### src/rtl/ad9739_dly_ctrl.sv
`timescale 1ns/1ps
// AD9739 LVDS delay-tap sequencer: loads taps, verifies readback with bounded retry, optional 0..31 sweep.
// Single write: dly_load one cycle after handshake, status SETTLE_CYCLES+2 cycles later; cfg_ready only in IDLE, no queuing.
module ad9739_dly_ctrl #(
  parameter int SETTLE_CYCLES = 4,
  parameter int MAX_RETRY     = 3,
  parameter int DWELL_CYCLES  = 1024
) (
  input  logic       dac_clk,
  input  logic       dac_rstn,
  input  logic       cfg_valid,
  output logic       cfg_ready,
  input  logic       cfg_sweep,
  input  logic [9:0] cfg_tap,
  output logic       dly_load,
  output logic [9:0] dly_cin,
  input  logic [9:0] dly_cout,
  output logic       busy,
  output logic       stat_done,
  output logic       stat_err,
  output logic [9:0] stat_tap,
  output logic       sweep_step
);

  localparam logic [2:0] ST_IDLE   = 3'd0;
  localparam logic [2:0] ST_LOAD   = 3'd1;
  localparam logic [2:0] ST_SETTLE = 3'd2;
  localparam logic [2:0] ST_CHECK  = 3'd3;
  localparam logic [2:0] ST_DWELL  = 3'd4;

  localparam int SETTLE_LAST = (SETTLE_CYCLES > 0) ? SETTLE_CYCLES - 1 : 0;
  localparam int DWELL_LAST  = (DWELL_CYCLES > 0) ? DWELL_CYCLES - 1 : 0;
  localparam int CNT_MAX     = (SETTLE_LAST > DWELL_LAST) ? SETTLE_LAST : DWELL_LAST;
  localparam int CW          = (CNT_MAX > 0) ? $clog2(CNT_MAX + 1) : 1;
  localparam int RW          = (MAX_RETRY > 0) ? $clog2(MAX_RETRY + 1) : 1;

  localparam logic [CW-1:0] SETTLE_INIT = CW'(SETTLE_LAST);
  localparam logic [CW-1:0] DWELL_INIT  = CW'(DWELL_LAST);
  localparam logic [RW-1:0] RETRY_LIMIT = RW'(MAX_RETRY);
  localparam logic [9:0]    TAP_END     = 10'h3FF;

  logic [2:0]    state_q, state_d;
  logic [CW-1:0] cnt_q, cnt_d;
  logic [RW-1:0] retry_q, retry_d;
  logic          sweep_q, sweep_d;
  logic [9:0]    tap_d;
  logic [9:0]    stat_tap_d;
  logic          done_d, err_d, step_d;

  // Each lane saturates at 31 so a lane can never wrap back to tap 0.
  function automatic logic [9:0] tap_next(input logic [9:0] t);
    logic [4:0] lane_a;
    logic [4:0] lane_b;
    lane_a = (t[4:0] == 5'd31) ? t[4:0] : t[4:0] + 5'd1;
    lane_b = (t[9:5] == 5'd31) ? t[9:5] : t[9:5] + 5'd1;
    return {lane_b, lane_a};
  endfunction

  always_comb begin
    state_d    = state_q;
    cnt_d      = cnt_q;
    retry_d    = retry_q;
    sweep_d    = sweep_q;
    tap_d      = dly_cin;
    stat_tap_d = stat_tap;
    done_d     = 1'b0;
    err_d      = 1'b0;
    step_d     = 1'b0;

    case (state_q)
      ST_IDLE: begin
        if (cfg_valid && cfg_ready) begin
          tap_d   = cfg_sweep ? 10'h000 : cfg_tap;
          sweep_d = cfg_sweep;
          retry_d = '0;
          state_d = ST_LOAD;
        end
      end

      ST_LOAD: begin
        if (SETTLE_CYCLES == 0) begin
          state_d = ST_CHECK;
        end else begin
          cnt_d   = SETTLE_INIT;
          state_d = ST_SETTLE;
        end
      end

      ST_SETTLE: begin
        if (cnt_q == '0) begin
          state_d = ST_CHECK;
        end else begin
          cnt_d = cnt_q - CW'(1);
        end
      end

      ST_CHECK: begin
        stat_tap_d = dly_cout;
        if (dly_cout == dly_cin) begin
          if (sweep_q) begin
            cnt_d   = DWELL_INIT;
            step_d  = (DWELL_INIT == '0);
            state_d = ST_DWELL;
          end else begin
            done_d  = 1'b1;
            state_d = ST_IDLE;
          end
        end else if (retry_q < RETRY_LIMIT) begin
          retry_d = retry_q + RW'(1);
          state_d = ST_LOAD;
        end else begin
          err_d   = 1'b1;
          state_d = ST_IDLE;
        end
      end

      ST_DWELL: begin
        if (cnt_q == '0) begin
          if (dly_cin == TAP_END) begin
            done_d  = 1'b1;
            state_d = ST_IDLE;
          end else begin
            tap_d   = tap_next(dly_cin);
            retry_d = '0;
            state_d = ST_LOAD;
          end
        end else begin
          cnt_d  = cnt_q - CW'(1);
          // Registered pulse lands in the final dwell cycle.
          step_d = (cnt_q == CW'(1));
        end
      end

      default: begin
        state_d = ST_IDLE;
      end
    endcase
  end

  always_ff @(posedge dac_clk or negedge dac_rstn) begin
    if (!dac_rstn) begin
      state_q    <= ST_IDLE;
      cnt_q      <= '0;
      retry_q    <= '0;
      sweep_q    <= 1'b0;
      dly_cin    <= 10'h000;
      dly_load   <= 1'b0;
      cfg_ready  <= 1'b1;
      busy       <= 1'b0;
      stat_done  <= 1'b0;
      stat_err   <= 1'b0;
      stat_tap   <= 10'h000;
      sweep_step <= 1'b0;
    end else begin
      state_q    <= state_d;
      cnt_q      <= cnt_d;
      retry_q    <= retry_d;
      sweep_q    <= sweep_d;
      dly_cin    <= tap_d;
      dly_load   <= (state_d == ST_LOAD);
      cfg_ready  <= (state_d == ST_IDLE);
      busy       <= (state_d != ST_IDLE);
      stat_done  <= done_d;
      stat_err   <= err_d;
      stat_tap   <= stat_tap_d;
      sweep_step <= step_d;
    end
  end

endmodule
### config.mk
export PLATFORM = sky130hd
export DESIGN_NAME = ad9739_dly_ctrl
export DESIGN_NICKNAME = d
export VERILOG_FILES = /design/src/rtl/ad9739_dly_ctrl.sv
export SDC_FILE = /design/constraint.sdc
export NUM_CORES = 1
export LEC_CHECK = 0
export CORE_UTILIZATION = 51
export CTS_CLUSTER_DIAMETER = 60
export DETAILED_ROUTE_END_ITERATION = 6
export PLACE_DENSITY_LB_ADDON = 0.3
export SYNTH_ARGS = -nofsm -noshare
export SYNTH_HDL_FRONTEND = slang
export SYNTH_SLANG_ARGS = --single-unit
### constraint.sdc
create_clock -name dac_clk -period 2.2 [get_ports dac_clk]
set_input_delay 0.33 -clock dac_clk [delete_from_list [all_inputs] [get_ports dac_clk]]
set_output_delay 0.33 -clock dac_clk [all_outputs]
set_load 0.02 [all_outputs]
-- Yosys cells after proc, flatten, opt, wreduce, memory -nomap -nowiden
Index checks and enable logic that the tools add are counted.
- bits in registers: 42
- word-level logic and storage cells: 87
- bits of input ports: 24
- output and inout bits: 26
- reductions and logical operators: 14
- magnitude comparators: 1
- add/subtract/negate cells: 4
- muxes and demuxes: 35
- eq/ne operators: 20
- operator list (cell ; count):
    two-way mux 10 bit ; 7
    one-hot mux 10 bit (3 select lines) ; 1
    != test 2 bit, second input constant ; 10
    one-hot mux 10 bit (2 select lines) ; 1
    two-way mux 3 bit ; 5
    one-hot mux 3 bit (5 select lines) ; 1
    two-way mux 1 bit ; 11
    adder 5 x 1 -> 5 bit, second input constant ; 2
    equality test 10 x 1 -> 1 bit, second input constant ; 1
    equality test 10 bit ; 1
    equality test 10 bit, second input constant ; 1
    equality test 5 bit, second input constant ; 2
    zero test 10 bit ; 1
    two-way mux 2 bit ; 5
    two-way mux 5 bit ; 2
    AND reduction 5 bit ; 2
    subtractor 10 x 1 -> 10 bit, second input constant ; 1
    nonzero test 3 bit ; 3
    equality test 3 x 1 -> 1 bit, second input constant ; 2
    equality test 3 x 2 -> 1 bit, second input constant ; 2
    zero test 3 bit ; 2
    one-hot mux 2 bit (3 select lines) ; 1
    AND reduction 6 bit ; 1
    AND reduction 4 bit ; 1
    other kinds (8) ; 8

-- Longest topological paths before layout
Gate-level depths: netlist of run 1.
- word-level depth: 5
- gate-level depth with buffers: 8

-- Least setup slack after synthesis of run 1
No wires, ideal clock.
- kind: reg2reg
- from: register dly_cin[0]
- to: register busy
- library setup time: 0.131 ns
- clock period less this slack: 2.165 ns
- arrival time: 2.033 ns
- buffers on the path: 0
- stages on the path, launching flop included: 7
- slack: 0.035 ns
- path through: dfrtp_1 -> ha_1 -> nand3_2 -> or4_4 -> a31oi_4 -> nand2_2 -> or3_1
- longest elaborated chain between the ends: 5
- elaborated cells on any way between the ends: 7
- those cells by class: 2 x eq/ne; 4 x mux; 1 x reduce/logical
- ends and longest elaborated chain (what ; line ; source):
    start, declared ; 16 ; output logic [9:0] dly_cin,
    start signal, assigned ; 159 ; dly_cin <= tap_d;
    equality test 10 bit ; 119 ; if (dly_cin == TAP_END) begin
    two-way mux 1 bit ; 119 ;
    two-way mux 3 bit ; 118 ; if (cnt_q == '0) begin
    one-hot mux 3 bit (5 select lines) * ; 70 ; case (state_q)
    net state_d[0] ; 42 ; logic [2:0] state_q, state_d;
    nonzero test 3 bit * ; 162 ; busy <= (state_d != ST_IDLE);
    end signal, assigned ; 162 ;
    end, declared ; 18 ; output logic busy,
Mark *: on every way through the listed nets, which the timed path passes. The rest lies on a longest branch.
A chain may end at the register's enable or synchronous reset.

-- Worst setup path after layout of run 1
Ends and elaborated chain as after synthesis.

==> results.md, run 1 <==
* Status: finished clean
* Final min period at 2.07 ns
* Tot GR Track Use at 25.4%
* R2R depth at 6
* FMAX at 482 MHz
* Nets@finish at 362
* Mapped Area at 2390 um^2
* Core area at 4410 um^2
* CTS tree: built
* Layout area overhead at 32.4%
* CTS Hold Bufs at 0
* Post-synth cell types at 48
* Fraction of layout cells with a size suffix above 1 at 13.0%
* I/O Pins at 50
* Clk sinks at 42
* Die Width at 70.4 um
* Post-synth top flop: dfrtp_1
* Final instance area at 3160 um^2
* CTS Buffer Depth at 2
* Crit Path Category: flop to flop
* Worst path required time at 2.38 ns
* Core Rows at 24
* Total gr overflow at 0
* VDD IR max at 689 uV
* Crit path max fanout at 3
* Yosys reg bits at 42
* Post-synth EDFFs at 0
* Inserted Clock Buffers at 5
* Final period util at 94.3%
* Hold crit path type: input pin to async pin
* Syn Inst Count at 263
* Post-CTS resize count at 0
* GPL Wtd Cong at 0.953
* Die area at 4960 um^2
* CP Cell Sequence: ha_1, nand3_2, or4_4, a31oi_4, nand2_2, or3_1
* Post-synth ARST share at 100%
* Worst-skew pair later-pin latency at 0.30 ns
* Hold WS at 0.0455 ns
* Static Leak at 1.37 nW
* Worst EP arrival at 2.26 ns
* Setup Viol. Count Final at 0
* Endpoints failing hold at 0
* RSZ-0062 raised after global routing: false
* Area after DPL at 3050 um^2
* H-tree Lvls at 2
* Levels on crit path at 6
* CP max stage delay at 0.57 ns
* Pre-antenna DRT Iters at 4
* DP HPWL at 4.35 mm
* I/O Buffers at 49
* Slew @ Worst Pin at 0.639 ns
* WL final at 5.89 mm
* Die Y at 70.4 um
* DRC at 0
* Routed vias at 2207
* R2R setup slack at 0.13 ns
* Layout Utilization at 71.6%
* Antenna-violating nets left at 0
* Final Max Slew Viols at 0
* Setup tns final at 0 ns
* Initial Utilization at 54.1%
* PwrDens at 1380 nW/um^2
* Routed len/inst at 15.4 um
* Drt via density at 5.76
* CP top delay family: simple AND/OR/NAND/NOR gates
* CP bufs+invs at 0
* Max Cap Viol at 0
* Ys Warns at 0
* Reg clk slew, reported paths at 0.09 ns
* Max-slew headroom at 57.4%
* Number of global-route vias before repair at 2071
* Post-Route Skew at 0.00662 ns
* Total power at 0.00435 W
* Avg Cell Area, Syn at 9.07 um^2
* Crit path max-delay cell type: or4_4
* Post-CTS setup buffer count at 0
* Largest net degree at the start of global routing at 29
* Iter 0 DRT Violations at 165
* Post-Syn Nets at 295
* Fillers at 323
* Setup crit end kind: flop
* Initial antenna violation count at 0
* Sequential cell area fraction in the yosys report at 44.1%
* N_diodes at 0
* CP startpoint kind: flop
* First-pass GRT wire length at 9.90 mm
* Root buffer cell: clkbuf_8
==> area by class of cell <==
type,instances,area (um^2),share of cell area (%)
tap,52,65.1,2.06
inverter,12,45.0,1.43
clock buffer,5,68.8,2.18
clock inverter,3,43.8,1.39
multi-input combinational,200,1250,39.5
sequential,42,1050,33.3
timing repair buffer,69,636,20.1
==> stage by stage <==
stage	cells	setup slack [ns]
after floorplan	263	0.0353
after global routing	383	0.00383
final	383	0.126
after global placement	375	0.0947
after CTS	383	0.117
after detailed placement	375	0.0246
==> synth_stat cells, types with 2 or more instances <==
| master | instances | area share (%) |
|---|---|---|
| dfrtp_1 | 41 | 43 |
| o21ai_0 | 12 | 2.5 |
| or2_2 | 2 | 0.52 |
| o22ai_1 | 5 | 1.3 |
| nor3_1 | 9 | 1.9 |
| clkbuf_1 | 4 | 0.63 |
| and3_1 | 2 | 0.52 |
| buf_2 | 5 | 1.0 |
| o22a_1 | 2 | 0.73 |
| ha_1 | 8 | 4.2 |
| o211a_1 | 2 | 0.84 |
| nor2b_1 | 3 | 0.79 |
| o21ai_1 | 2 | 0.42 |
| nor2_1 | 13 | 2.0 |
| o31ai_1 | 3 | 0.94 |
| a21o_1 | 2 | 0.63 |
| and2_1 | 2 | 0.52 |
| a21oi_1 | 32 | 6.7 |
| nor4_2 | 2 | 1.0 |
| nand3_1 | 6 | 1.3 |
| o211ai_1 | 3 | 0.94 |
| xnor2_1 | 11 | 4.0 |
| inv_1 | 12 | 1.9 |
| or3_1 | 2 | 0.52 |
| nand2_1 | 42 | 6.6 |
| a31oi_1 | 4 | 1.0 |
| nand4_1 | 2 | 0.52 |
| nor3b_1 | 9 | 2.8 |
| nor3b_2 | 2 | 1.0 |
==> metal layers <==
layer	share of wire [%]	GRT usage, %
met5	0	0
met4	0.76	6.89
met3	5.8	4.47
met2	49	40.0
met1	45	36.2
==> kinds of logic after synthesis <==
group / share of synthesized area, %
compound gates: 19.1
flops: 44.1
mux: 0.891
fa+ha+maj: 4.20
xor+xnor: 4.40
buf+inv: 3.57
simple gates: 23.8
==> state kept, by name, summed over array words and instances (netlist names), 2 cells and up <==
register	cells
dly_cin	10
cnt_q	10
stat_tap	10
retry_q	2
state_q	3
==> path summary, 6_finish.rpt <==
check / startpoint / to
max reg2reg: dly_cin[0] / busy
max in group asynchronous: dac_rstn / dly_load
min: dac_rstn / stat_tap[0]
min reg2reg: stat_tap[9] / stat_tap[9]
max: dly_cin[0] / busy
min in group dac_clk: stat_tap[9] / stat_tap[9]
==> layout by cell type, fill, tap and decap left out, types with 2 or more instances in the layout <==
| cell | synthesis | final |
|---|---|---|
| o21ai_1 | 2 | 2 |
| nor3b_2 | 2 | 2 |
| nor4_2 | 2 | 2 |
| nor2b_1 | 3 | 3 |
| o21ai_0 | 12 | 12 |
| xnor2_1 | 11 | 11 |
| nand4_1 | 2 | 2 |
| or2_2 | 2 | 2 |
| a21o_1 | 2 | 2 |
| o22ai_1 | 5 | 5 |
| nor3b_1 | 9 | 9 |
| buf_4 | 0 | 20 |
| inv_1 | 12 | 12 |
| a21oi_1 | 32 | 32 |
| nand3_1 | 6 | 6 |
| nor2_1 | 13 | 13 |
| o211ai_1 | 3 | 3 |
| nand2_1 | 42 | 42 |
| ha_1 | 8 | 8 |
| clkdlybuf4s50_1 | 0 | 48 |
| clkbuf_8 | 0 | 5 |
| and2_1 | 2 | 2 |
| or3_1 | 2 | 2 |
| a31oi_1 | 4 | 4 |
| o31ai_1 | 3 | 3 |
| dfrtp_1 | 41 | 41 |
| nor3_1 | 9 | 9 |
| and3_1 | 2 | 2 |
| o22a_1 | 2 | 2 |
| o211a_1 | 2 | 2 |
==> worst register-to-register path, cell delays in order (launching register included) <==
cell	delay, ns
dfrtp_1	0.36
ha_1	0.22
nand3_2	0.13
or4_4	0.57
a31oi_4	0.22
nand2_2	0.09
or3_1	0.37
==> where the power goes <==
part / switching (W) / internal [W]
Sequential: 0.000374 / 0.00112
Clock: 0.000288 / 0.000340
Combinational: 0.00117 / 0.00105
No activity file was read; power rests on OpenSTA's default activity.
==> run 2, diff against run 1 <==
CTS_CLUSTER_DIAMETER = 30   (was 60)
SLEW_MARGIN = 20   (was unset)
==> results of run 2 <==
No change in the layout: final DEF, timing and power equal those of run 1.
==> variant 1: new RTL, flow settings as in run 1 <==
Register the output `stat_err` once more, without a reset; this adds one clock of latency there. The other outputs are not delayed to match.
--- a/src/rtl/ad9739_dly_ctrl.sv
+++ b/src/rtl/ad9739_dly_ctrl.sv
@@ -39,4 +39,6 @@
   localparam logic [RW-1:0] RETRY_LIMIT = RW'(MAX_RETRY);
   localparam logic [9:0]    TAP_END     = 10'h3FF;
+
+  logic stat_err_s0;
 
   logic [2:0]    state_q, state_d;
@@ -149,5 +151,5 @@
       busy       <= 1'b0;
       stat_done  <= 1'b0;
-      stat_err   <= 1'b0;
+      stat_err_s0 <= 1'b0;
       stat_tap   <= 10'h000;
       sweep_step <= 1'b0;
@@ -162,5 +164,5 @@
       busy       <= (state_d != ST_IDLE);
       stat_done  <= done_d;
-      stat_err   <= err_d;
+      stat_err_s0 <= err_d;
       stat_tap   <= stat_tap_d;
       sweep_step <= step_d;
@@ -168,3 +170,7 @@
   end
 
+  always_ff @(posedge dac_clk) begin
+    stat_err <= stat_err_s0;
+  end
+
 endmodule
Formal check against the unedited RTL: same outputs for any inputs over 10 cycles, from zero or initial values and one cycle with dac_rstn low; that may be too few to reach the edited logic, so the function may still have changed.
==> variant 1 against run 1 <==
The flow now finishes with violations (design-rule violations). Synthesized cell count increased by 0.38%. Hold slack improved by 0.035 ns. Cell area decreased by 0.12%. Sequential cell count increased by 1. Wire length decreased by 5.5%. Clock power decreased by 12%. Setup slack improved by 0.062 ns. Count of clock-buffer cells in the layout increased by 2. Area after synthesis increased by 0.84%. Power decreased by 2.7%. Utilization decreased by 0.57 points. Highest routed layer unchanged.
==> variant 1: results (changes against run 1) <==
| Metric | Value |
|---|---|
| Async set-reset flop share out of synthesis | 97.7% (-2.3 points) |
| Post-synth net total | 296 (+0.34%) |
| Leak | 1.36 nW (-0.80%) |
| Post-route DRC | 12 (+12) |
| Setup Skew | 0.00293 ns (-0.00368 ns) |
| Peak VDD IR | 0.000604 V (-12%) |
| Switching power | 1.77 mW (-3.5%) |
| Vias per cell | 5.54 (-3.8%) |
| Detailed-route wire length per cell | 14.6 um (-5.3%) |
| Sequential power | 1.54 mW (+3%) |
| Reg area | 0.00107 mm^2 (+1.9%) |
| Placed Cells | 374 (-0.27%) |
| Nets@finish | 361 (-0.28%) |
| Detailed Route Iter0 Violations | 102 (-38%) |
| Largest net degree at the start of global routing | 43 (+48%) |
| Dpl ws | 0.0580 ns (+0.0334 ns) |
| Run status | finished, violations left |
| Total Wirelength | 5560 um (-5.5%) |
| Clk pwr share | 13.1% (-1.4 points) |
| Placer Congestion | 0.882 (-7.5%) |
| First-pass GRT wire length | 9700 um (-2.0%) |
| Post-synthesis sequential area ratio | 44.6% (+0.47 points) |
| Failing checks | design-rule violations |
| Fmax achieved | 497 MHz (+3.1%) |
| Total track usage | 24.7% (-0.76 points) |
| Hpwl dp | 4150 um (-4.8%) |
| Pre-antenna DRT Iters | 6 (+2) |
| Number of global-route vias before repair | 2050 (-1.0%) |
==> variant 1: how the worst min path moves through the flow <==
stage,start,end,slack (ns),cells after the start
6_report,dac_rstn,stat_tap[3]$_DFFE_PN0P_,0.08,2
5_1_grt,dac_rstn,stat_tap[7]$_DFFE_PN0P_,0.13,2
4_1_cts,dac_rstn,stat_tap[7]$_DFFE_PN0P_,0.11,2
3_5_place_dp,stat_err_s0$_DFF_PN0_,stat_err$_DFF_P_,0.33,0
3_3_place_gp,stat_err_s0$_DFF_PN0_,stat_err$_DFF_P_,0.33,0
2_1_floorplan,dac_rstn,busy$_DFF_PN0_,0.03,0
==> variant 1: cell families after synthesis <==
kind of cell             after synthesis  share of synthesized area (%)
AO/OA/AOI/OAI                         73                           18.9
buffers and inverters                 21                           3.54
AND/OR/NAND/NOR                      105                           23.6
flip-flops                            43                           44.6
multiplexers                           2                          0.884
XOR/XNOR                              12                           4.37
adder cells (fa/ha/maj)                8                           4.16
==> variant 1: layout make-up <==
| class | instances | area share, % |
|---|---|---|
| Multi-Input combinational cell | 200 | 39.6 |
| Sequential cell | 43 | 34.0 |
| Timing Repair Buffer | 67 | 19.7 |
| Clock buffer | 7 | 3.05 |
| Tap cell | 52 | 2.06 |
| Inverter | 12 | 1.43 |
| Clock inverter | 1 | 0.238 |
==> variant 1: worst max-delay path: cells and delay by family (launching register included) <==
family	cells	cell delay (ns)
AOI/OAI and AO/OA	1	0.22
adders and majority gates	1	0.20
and+or+nand+nor	4	1.11
DFF	1	0.36
==> variant 1: layer usage <==
metal / up-vias / global-route usage, % / wire length, um
li1: 1074 / - / -
met1: 977 / 34.2 / 2650
met2: 58 / 39.6 / 2530
met3: 8 / 4.56 / 292
met4: 0 / 7.56 / 87
met5: - / 0 / 0
==> variant 2: new RTL, flow settings as in run 1 <==
Made on the original files. Change the parameter `DWELL_CYCLES` from 1024 to 4096.
--- a/src/rtl/ad9739_dly_ctrl.sv
+++ b/src/rtl/ad9739_dly_ctrl.sv
@@ -5,5 +5,5 @@
   parameter int SETTLE_CYCLES = 4,
   parameter int MAX_RETRY     = 3,
-  parameter int DWELL_CYCLES  = 1024
+  parameter int DWELL_CYCLES  = 4096
 ) (
   input  logic       dac_clk,
Function: same outputs for any inputs over 10 cycles, from zero or initial values and one cycle with dac_rstn low; that may be too few to reach the edited logic, so the function may still have changed.
==> variant 2 against run 1 <==
Setup slack better by 0.030 ns. Cell area up 3.3%. Highest routed layer unchanged. Non-clock buffer count decreased by 2. Sequential cell count up 2. Die area up 5.0%. Critical endpoint is now dly_cin[5]$_DFFE_PN0P_. Power is 5.4% higher. Area after synthesis rose by 5.2%. Wire length increased by 3.1%. Clock power is 2% lower. Count of clock-buffer cells in the layout is 1 higher. Largest power group unchanged.
==> variant 2: results (changes against run 1) <==
| Metric | Value |
|---|---|
| Distinct cell type count after synthesis | 57 (+19%) |
| Post-Synthesis Cells | 268 (+1.9%) |
| Setup Skew | 0.00638 ns (-0.000237 ns) |
| Post-synthesis sequential area ratio | 43.9% (-0.18 points) |
| FF-to-FF path depth | 7 (+1) |
| Vias per cell | 5.66 (-1.8%) |
| Fraction of area in multi-input gates | 40.4% (+0.87 points) |
| Hold slack | 0.0956 ns (+0.0501 ns) |
| Post-synth top cells | dfrtp_1, nand2_1, nor2_1 |
| First-pass GRT wire length | 9780 um (-1.3%) |
| Leak | 1.43 nW (+4.2%) |
| WL met2 | 2860 um (about the same) |
| Total track usage | 24.5% (-0.96 points) |
| GR Layer Usage met3 | 4.44% (-0.029 points) |
| Bufs w/o clock | 67 (-2.9%) |
| Die area | 0.00521 mm^2 (+5.0%) |
| WL met1 | 2830 um (+7.1%) |
| Critical path's largest stage delay | 0.39 ns (-0.18 ns) |
| Hpwl dp | 4460 um (+2.4%) |
| Largest regs | cnt_q (12), dly_cin (10), stat_tap (10) |
| Run status | finished, final reports clean |
| Met2 Use GR | 36.8% (-3.2 points) |
| Dpl ws | -0.0329 ns (-0.0575 ns) |
| WL met3 | 284 um (-16%) |
| Detailed Route Iter0 Violations | 164 (-0.61%) |
==> variant 2: changes by cell type in the layout (fill, tap and decap cells not counted), sizes merged, moves of 6 or more <==
cell   change
a21oi     -18
nor3b      -8
o21ai      -6
o32a       +7
==> variant 2: where the power goes <==
| part | internal, mW | switching [mW] | leakage [nW] |
|---|---|---|---|
| clock | 0.337 | 0.281 | 0.0552 |
| combinational | 1.17 | 1.30 | 0.823 |
| sequential | 1.15 | 0.346 | 0.552 |
| total | 2.66 | 1.92 | 1.43 |
==> variant 2: cells by family after synthesis <==
group / Yosys count / share of synthesized area (%)
AND/OR/NAND/NOR: 119 / 25.2
AO/OA/AOI/OAI: 61 / 17.6
flip-flops: 44 / 43.9
buffers and inverters: 22 / 3.84
XOR/XNOR: 10 / 3.49
adder cells (fa/ha/maj): 8 / 3.99
multiplexers: 4 / 1.94
